`config.mk`:
```
export PLATFORM = sky130hd
export DESIGN_NAME = approx_mul_seq
export DESIGN_NICKNAME = d
export VERILOG_FILES = /design/src/rtl/approx_mul_seq_pkg.sv /design/src/rtl/approx_mul_seq_fs_window_add.sv /design/src/rtl/approx_mul_seq.sv
export SDC_FILE = /design/constraint.sdc
export NUM_CORES = 1
export LEC_CHECK = 0
export CORE_ASPECT_RATIO = 1.4
export CORE_MARGIN = 5
export CORE_UTILIZATION = 25
export DETAILED_ROUTE_END_ITERATION = 12
export GPL_TIMING_DRIVEN = 1
export MAX_ROUTING_LAYER = met4
export PLACE_DENSITY = 0.42
export RECOVER_POWER = 100
export SLEW_MARGIN = 10
export SYNTH_ARGS = -nofsm -noshare
export SYNTH_HDL_FRONTEND = slang
export SYNTH_SLANG_ARGS = --single-unit
```
`constraint.sdc`:
```
create_clock -name clk -period 4.8 [get_ports clk]
set_input_delay 0.96 -clock clk [delete_from_list [all_inputs] [get_ports clk]]
set_output_delay 0.96 -clock clk [all_outputs]
set_load 0.01 [all_outputs]
```
`src/rtl/approx_mul_seq_pkg.sv`:
```
// Shared definitions for the approximate sequential multiplier.
// Holds the controller state encoding, operand width, last accumulation
// step and the helpers that place the output window inside the 33-bit sum.
package approx_mul_seq_pkg;

    localparam int W    = 16;
    localparam int KMAX = 15;

    typedef enum logic [1:0] {
        IDLE  = 2'd0,
        ACCUM = 2'd1,
        ADD   = 2'd2,
        DONE  = 2'd3
    } state_t;

    // Upper bit index of the output window for half-width n.
    function automatic int win_hi(input int n);
        return 16 + n;
    endfunction

    // Lower bit index of the output window for half-width n.
    function automatic int win_lo(input int n);
        return 16 - n;
    endfunction

endpackage

```
`src/rtl/approx_mul_seq_fs_window_add.sv`:
```
// fs_window_add: final carry-keeping add of the two partial-product
// accumulators followed by extraction of the output window.
// Ports:
//   clk, rst  - clock and synchronous active-high reset
//   load      - capture the new window into the output register
//   s0, s1    - 32-bit even-step and odd-step accumulators
//   win       - registered window, bits [16+N:16-N] of s0+s1
module fs_window_add
    import approx_mul_seq_pkg::*;
#(
    parameter int N = 4
) (
    input  logic          clk,
    input  logic          rst,
    input  logic          load,
    input  logic [31:0]   s0,
    input  logic [31:0]   s1,
    output logic [2*N:0]  win
);

    localparam int LO = win_lo(N);
    localparam int ZW = win_hi(N) - win_lo(N) + 1;

    logic [32:0]   sum_s;
    logic [ZW-1:0] win_s;
    logic [ZW-1:0] win_r;

    // Exact 33-bit sum, then keep only the window starting at LO.
    always_comb begin
        sum_s = {1'b0, s0} + {1'b0, s1};
        win_s = ZW'(sum_s >> LO);
    end

    // Window register: loaded once per operation, otherwise held.
    always_ff @(posedge clk) begin
        if (rst) begin
            win_r <= '0;
        end else if (load) begin
            win_r <= win_s;
        end else begin
            win_r <= win_r;
        end
    end

    assign win = win_r;

endmodule

```
`src/rtl/approx_mul_seq.sv`:
```
// approx_mul_seq: 16x16 unsigned shift-and-add multiplier returning a
// (2N+1)-bit window of the product centred on bit 16.
// Ports:
//   clk, rst            - clock and synchronous active-high reset
//   in_valid/in_ready   - operand handshake for a, b
//   a, b                - unsigned multiplicand / multiplier
//   out_valid/out_ready - result handshake for z
//   z                   - window bits [16+N:16-N] of the product
//   busy                - high whenever the controller is not idle
//   k                   - current accumulation step
module approx_mul_seq #(
    parameter int N = 4,
    parameter int W = 16
) (
    input  logic          clk,
    input  logic          rst,
    input  logic          in_valid,
    output logic          in_ready,
    input  logic [W-1:0]  a,
    input  logic [W-1:0]  b,
    output logic          out_valid,
    input  logic          out_ready,
    output logic [2*N:0]  z,
    output logic          busy,
    output logic [4:0]    k
);

    import approx_mul_seq_pkg::*;

    state_t       state_r;
    state_t       state_s;
    logic         in_ready_s;
    logic         accept_s;
    logic         load_s;
    logic         out_valid_r;
    logic         busy_r;
    logic [4:0]   k_r;
    logic [W-1:0] a_r;
    logic [W-1:0] b_r;
    logic [31:0]  s0_r;
    logic [31:0]  s1_r;
    logic [31:0]  addend_s;

    // State register plus status flags registered from the next state.
    always_ff @(posedge clk) begin
        if (rst) begin
            state_r     <= IDLE;
            out_valid_r <= 1'b0;
            busy_r      <= 1'b0;
        end else begin
            state_r     <= state_s;
            out_valid_r <= (state_s == DONE);
            busy_r      <= (state_s != IDLE);
        end
    end

    // Next-state logic.
    always_comb begin
        state_s = state_r;
        case (state_r)
            IDLE: begin
                if (accept_s) state_s = ACCUM;
                else          state_s = IDLE;
            end
            ACCUM: begin
                if (k_r == 5'(KMAX)) state_s = ADD;
                else                 state_s = ACCUM;
            end
            ADD: begin
                state_s = DONE;
            end
            DONE: begin
                // Back-to-back accept skips IDLE entirely.
                if (out_ready) begin
                    if (in_valid) state_s = ACCUM;
                    else          state_s = IDLE;
                end else begin
                    state_s = DONE;
                end
            end
            default: begin
                state_s = IDLE;
            end
        endcase
    end

    // Handshake and load decode from the current state.
    always_comb begin
        in_ready_s = 1'b0;
        load_s     = 1'b0;
        case (state_r)
            IDLE:    in_ready_s = 1'b1;
            DONE:    in_ready_s = out_ready;
            ADD:     load_s     = 1'b1;
            default: in_ready_s = 1'b0;
        endcase
        accept_s = in_valid && in_ready_s;
    end

    // Shifted multiplicand for the current step; never exceeds 32 bits.
    assign addend_s = 32'(a_r) << k_r[3:0];

    // Operand capture, step counter and split accumulators.  Even steps go
    // to S0 and odd steps to S1 so each accumulator stays within 32 bits.
    always_ff @(posedge clk) begin
        if (rst) begin
            a_r  <= '0;
            b_r  <= '0;
            s0_r <= 32'd0;
            s1_r <= 32'd0;
            k_r  <= 5'd0;
        end else if (accept_s) begin
            a_r  <= a;
            b_r  <= b;
            s0_r <= 32'd0;
            s1_r <= 32'd0;
            k_r  <= 5'd0;
        end else if (state_r == ACCUM) begin
            if (b_r[k_r[3:0]]) begin
                if (k_r[0]) s1_r <= s1_r + addend_s;
                else        s0_r <= s0_r + addend_s;
            end else begin
                s0_r <= s0_r;
                s1_r <= s1_r;
            end
            // k stops at the last step and holds through ADD and DONE.
            if (k_r != 5'(KMAX)) k_r <= k_r + 5'd1;
            else                 k_r <= k_r;
        end else begin
            k_r <= k_r;
        end
    end

    fs_window_add #(
        .N (N)
    ) u_fs_window_add (
        .clk  (clk),
        .rst  (rst),
        .load (load_s),
        .s0   (s0_r),
        .s1   (s1_r),
        .win  (z)
    );

    assign in_ready  = in_ready_s;
    assign out_valid = out_valid_r;
    assign busy      = busy_r;
    assign k         = k_r;

endmodule

```
# After elaboration in Yosys (flattened, before gate mapping)
# Index checks and enable logic that the tools add are counted.
[classes]
muxes = 9
shifts = 1
n_reduce_logical = 7
eq_ne = 6
magnitude_cmp = 1
addsub = 4
bitwise = 1
[op_table]
columns = ["operator", "count"]
rows = [
  ["32-bit adder", 2],
  ["16-bit by 4-bit left shift with 32-bit output", 1],
  ["21-bit adder", 1],
  ["2-bit one-hot mux with 4 select lines", 1],
  ["2-bit equality test, second input constant", 3],
  ["3-bit AND reduction", 2],
  ["5-bit by 1-bit adder with 5-bit output, second input constant", 1],
  ["5-bit by 4-bit equality test with 1-bit output, second input constant", 1],
  ["4-bit by 5-bit less-than comparator with 1-bit output, second input constant", 1],
  ["5-bit by 4-bit inequality test with 1-bit output, second input constant", 1],
  ["1-bit binary-select mux with 4-bit select", 1],
  ["1-bit two-way mux", 4],
  ["2-bit two-way mux", 2],
  ["2-bit by 1-bit equality test with 1-bit output, second input constant", 1],
  ["2-bit logical NOT", 1],
  ["1-bit one-hot mux with 2 select lines", 1],
  ["2-bit AND reduction", 1],
  ["2-bit nonzero test", 1],
  ["2-bit OR reduction", 1],
  ["1-bit logical AND", 1],
  ["1-bit NOT", 1],
]
[totals]
in_bits = 36
reg_bits = 114
elab_cells = 38

# Depth between registers and ports, before layout
# Gate-level depths: netlist (run 1).
[logic_depth]
word_depth = 6
ltp_mapped = 21
depth_no_buf = 17

# Modules after synthesis
# Synthesis (run 1) repeated with hierarchy kept, for this count alone.
[unflattened]
cells_unflattened = 1301
area_unflattened_um2 = 9793.1
[modules_own_cells]
columns = ["mod", "seq_area_each_um2", "area_per_inst_um2", "n_inst", "cells_per_inst"]
rows = [
  ["approx_mul_seq", 2102.0, 8649.5, 1, 1158],
  ["fs_window_add", 180.2, 1143.6, 1, 143],
]

# Least setup slack after synthesis (run 1)
# Ideal clock, no wire load.
[synth_timing]
kind = "register to register"
start = "reg k_r[1] (netlist: k[1])"
end = "reg s0_r[20]"
arrival_ns = 4.239
path_stages_with_launch = 21
t_required_ns = 4.672
setup_slack_ns = 0.434
setup_ns = 0.128
path_buffers = 4
path_cell_list = "dfxtp_1 > buf_2 > buf_1 > buf_2 > buf_1 > mux2i_1 > nand2_1 > o21ai_0 > o21ai_0 > nor2b_1 > ha_1 > or4_1 > a21oi_1 > o2bb2ai_1 > a21oi_2 > a31o_4 > a221oi_4 > nor4_1 > nor3_2 > xor2_1 > nor2_1"
[synth_between]
elab_chain_cells = 3
[synth_rtl]
columns = ["item", "line", "text"]
rows = [
  ["start, declared", "approx_mul_seq.sv:37", "logic [4:0] k_r;"],
  ["start signal, assigned", "approx_mul_seq.sv:127", "if (k_r != 5'(KMAX)) k_r <= k_r + 5'd1;"],
  ["start signal, assigned", "approx_mul_seq.sv:128", "else k_r <= k_r;"],
  ["start signal, assigned", "approx_mul_seq.sv:130", "k_r <= k_r;"],
  ["branches (longest 3 deep; another with 32-bit adder)", "--", ""],
  ["end signal, assigned", "approx_mul_seq.sv:121", "else s0_r <= s0_r + addend_s;"],
  ["end signal, assigned", "approx_mul_seq.sv:123", "s0_r <= s0_r;"],
  ["end, declared", "approx_mul_seq.sv:40", "logic [31:0] s0_r;"],
]
# Parallel ways; which one is timed is not known. The select of a mux whose other input is x is not followed.
# A chain may end at the register's enable or synchronous reset.

# Worst setup path after layout (run 1)
[layout_timing]
start = "reg k_r[0] (netlist: k[0])"
end = "reg s0_r[20]"
# Same word-level chain as after synthesis.

==> results of run 1 <==
[cell usage after synthesis, types with 5 or more instances]
cell | instances | share of area
a211oi_1 | 8 | 0.0088
a21o_1 | 19 | 0.021
a21oi_1 | 89 | 0.065
a22o_1 | 6 | 0.0077
a31oi_1 | 12 | 0.011
and2_1 | 9 | 0.0082
and3_1 | 5 | 0.0046
buf_1 | 7 | 0.0038
buf_2 | 6 | 0.0044
clkbuf_1 | 31 | 0.017
dfxtp_1 | 92 | 0.27
ha_1 | 57 | 0.10
inv_1 | 20 | 0.011
mux2_2 | 9 | 0.015
mux2i_1 | 39 | 0.057
mux4_2 | 8 | 0.026
nand2_1 | 114 | 0.063
nand2b_1 | 11 | 0.010
nand3_1 | 20 | 0.015
nand4_1 | 6 | 0.0055
nor2_1 | 89 | 0.049
nor2b_1 | 12 | 0.011
nor3_1 | 6 | 0.0044
o21a_1 | 11 | 0.012
o21ai_0 | 42 | 0.031
o31ai_1 | 5 | 0.0055
or3_1 | 7 | 0.0064
xnor2_1 | 24 | 0.031
xor2_1 | 25 | 0.032
[flip-flops by register name, summed over array words and instances, names as in the netlist]
name and flops:
a_r 16, b_r 16, busy 1, k 5, out_valid 1, s0_r 21, s1_r 21, state_r 2
u_fs_window_add.win 9
[worst register-to-register path: stages, from the launching register on]
cell,delay [ps]
dfxtp_2,630
mux4_2,630
mux2i_1,240
o22ai_1,210
ha_1,290
or4_1,480
a21oi_1,200
o2bb2ai_1,160
a21oi_2,70
a31o_1,270
a221oi_2,410
nor4_1,110
nor3_2,190
xor2_1,160
nor2_1,50
[worst min-delay path by stage]
stage,startpoint,to,slack (ps)
global route,b_r[9]$_SDFFE_PP0P_,b_r[9]$_SDFFE_PP0P_,480
finish,b_r[13]$_SDFFE_PP0P_,b_r[13]$_SDFFE_PP0P_,460
floorplan,b_r[10]$_SDFFE_PP0P_,b_r[10]$_SDFFE_PP0P_,430
detailed placement,b_r[9]$_SDFFE_PP0P_,b_r[9]$_SDFFE_PP0P_,450
CTS,b_r[13]$_SDFFE_PP0P_,b_r[13]$_SDFFE_PP0P_,460
global placement,b_r[7]$_SDFFE_PP0P_,b_r[7]$_SDFFE_PP0P_,440
[power by group through the flow]
stage / logic, mW / registers, mW / clock network, mW
2_1_floorplan: 0.276 / 0.825 / 0
3_3_place_gp: 0.396 / 0.838 / 0
3_5_place_dp: 0.394 / 0.839 / 0
4_1_cts: 0.395 / 0.821 / 0.710
5_1_grt: 0.429 / 0.825 / 0.734
6_report: 0.382 / 0.820 / 0.674
[final cells by class]
| class | instances | area, sq um | share of cell area |
|---|---|---|---|
| tap | 365 | 457 | 0.0575 |
| sequential | 92 | 1840 | 0.232 |
| multi-input combinational | 699 | 4690 | 0.591 |
| inverter | 21 | 78.8 | 0.00993 |
| timing repair buffer | 67 | 603 | 0.0760 |
| clock inverter | 5 | 40.0 | 0.00504 |
| clock buffer | 9 | 225 | 0.0284 |
[layer usage]
layer	vias to the layer above	wire length [um]	global-route usage
met5	-	0	-
met1	2821	8720	0.157
met4	0	430	0.0471
met3	27	386	0.0185
li1	3130	-	-
met2	66	10200	0.246
[placed cells by master (no fill, tap or decap), types with 8 or more instances in the layout]
cell type and instances:
a31oi_1 12, nand3_1 20, a211oi_1 8, mux2i_1 39
clkbuf_16 9, inv_1 20, xor2_1 25, o21a_1 11
dlygate4sd3_1 16, mux4_2 8, nor2b_1 12, dfxtp_1 91
mux2_2 9, xnor2_1 24, o21ai_0 43, nand2_1 114
a21o_1 19, nand2b_1 11, ha_1 57, nor2_1 89
a21oi_1 89, clkdlybuf4s50_1 35, buf_4 8
[kinds of logic after synthesis]
logic type               count (synthesis)  synth area share
buffers and inverters                   67            0.0401
AND/OR/NAND/NOR                        300             0.201
multiplexers                            57             0.102
XOR/XNOR                                49            0.0629
adder cells (fa/ha/maj)                 57             0.104
AO/OA/AOI/OAI                          236             0.220
flip-flops                              92             0.270
==> flow_summary.toml, run 1 <==
[yosys]
syn_nets = 951
synth_flop_cell = "dfxtp_1"
yosysSeqAreaShare = 0.270
ys_warn_count = 0
syn_area_sq_um = 6830
async_reset_ff_frac = 0
netlist_instances = 858
ys_seq_elements = 92
synth_edf_count = 0
syn-mean-instance-area_sq_um = 7.96
synth_cell_types = 68

[cells_and_area]
syn_to_final_growth_pct = 16.3
antennaDiodeCount = 0
fill_cells = 2934
post-route-util = 0.295
design_area_sq_um = 7940
fin_cells = 1258
layout.nets = 983
drive_gt1_frac = 0.0594

[setup_path]
endpoint = "s0_r[20]$_SDFFE_PP0P_"
timing.rr.start = "k[0]$_SDFFE_PP0P_"
setup.worst_path.start = "k[0]$_SDFFE_PP0P_"
path_cells = "mux4_2 -> mux2i_1 -> o22ai_1 -> ha_1 -> or4_1 -> a21oi_1 -> o2bb2ai_1 -> a21oi_2 -> a31o_1 -> a221oi_2 -> nor4_1 -> nor3_2 -> xor2_1 -> nor2_1"
r2r_end = "s0_r[20]$_SDFFE_PP0P_"
crit_buf_inv = 0
worst-path-max-fanout = 21
r2r_slack_ps = 550
required_ps = 5020
cp_top_family = "compound AO/OA/AOI/OAI gates"
crit_path_top_delay_cell = "dfxtp_2"
cp-start-kind = "flip-flop"
cp.depth = 14
arrival_ps = 4470
endpoint_kind = "flip-flop"
slowest_delay_ps = 630
worstSetupPathType = "reg -> reg"
rr_worst_depth = 14

[floorplanning]
fp.dieW_um = 150
io_pins = 53
design.core.area_sq_um = 26900
start_util = 0.254
dieHeight_um = 206
dieArea_sq_um = 30800
num_rows = 71

[routing]
dr_total_vias = 6044
postRouteWirelength_mm = 19.8
drc = 0
first_pass_iters = 4
ant_nets = 0
wl_per_cell_um = 15.7
drt_iter0_drc = 326
vias_per_cell = 4.80

[grt]
gr-total-overflow = 0
track_usage = 0.137
grt_max_degree = 48
antenna_found_initial = 0
grt_pass1_vias = 6227
grt_pass1_wl_mm = 32.6

[placed_design]
dp_hpwl_mm = 15.5
post_dp_cell_area_sq_um = 7720
place_ws_ps = 682
gp_congestion = 0.859
dp_cells = 1244
place.port_buffers = 52

[clock_network]
post_cts_buffers = 0
clkSinkCount = 92
clk_latency_ps = 360
clockRootBuffer = "clkbuf_16"
clock_path_buffers = 2
cts_hold_buf = 0
cts_tree = "yes"
cts_resized = 0
numCtsBuffers = 9
htree_levels = 3
clk_pin_slew_ps = 70

[timing]
whs_ps = 455
period_share = 0.885
fin_crit_ps = 4250
setup_ws_ps = 552
rsz0062_at_grt = "no"
drv_slew = 35
max_slew_margin = -0.00960
max_freq_mhz = 235
clock_skew_ps = 11.6
worst_pin_slew_ps = 1510
finalSetupViolCount = 0
tns_ps = 0
hold_viol_final = 0

[pwr]
switching_power_mw = 0.583
combPwrFrac = 0.204
leakage_nw = 3.30
total_power_mw = 1.88
intPower_mw = 1.29
seq_power_share = 0.437
p_per_area_nw_per_um2 = 236
clock_power_share = 0.359
switching_share = 0.311
ir_drop_uv = 171

[status]
violations = "max-capacitance violations, max-slew violations"
status = "complete, but fails checks"

[hold_path]
holdPathStages = 2
hold_path_class = "reg -> reg"

[flow_run]
cap_violations = 1
Power figures use the tool's default switching activity.
==> inputs of run 2 (changes only) <==
Settings changed: HOLD_SLACK_MARGIN set to 0.1.
==> results of run 2 <==
Same layout as run 1: the final DEF is identical, and so are final timing and power.
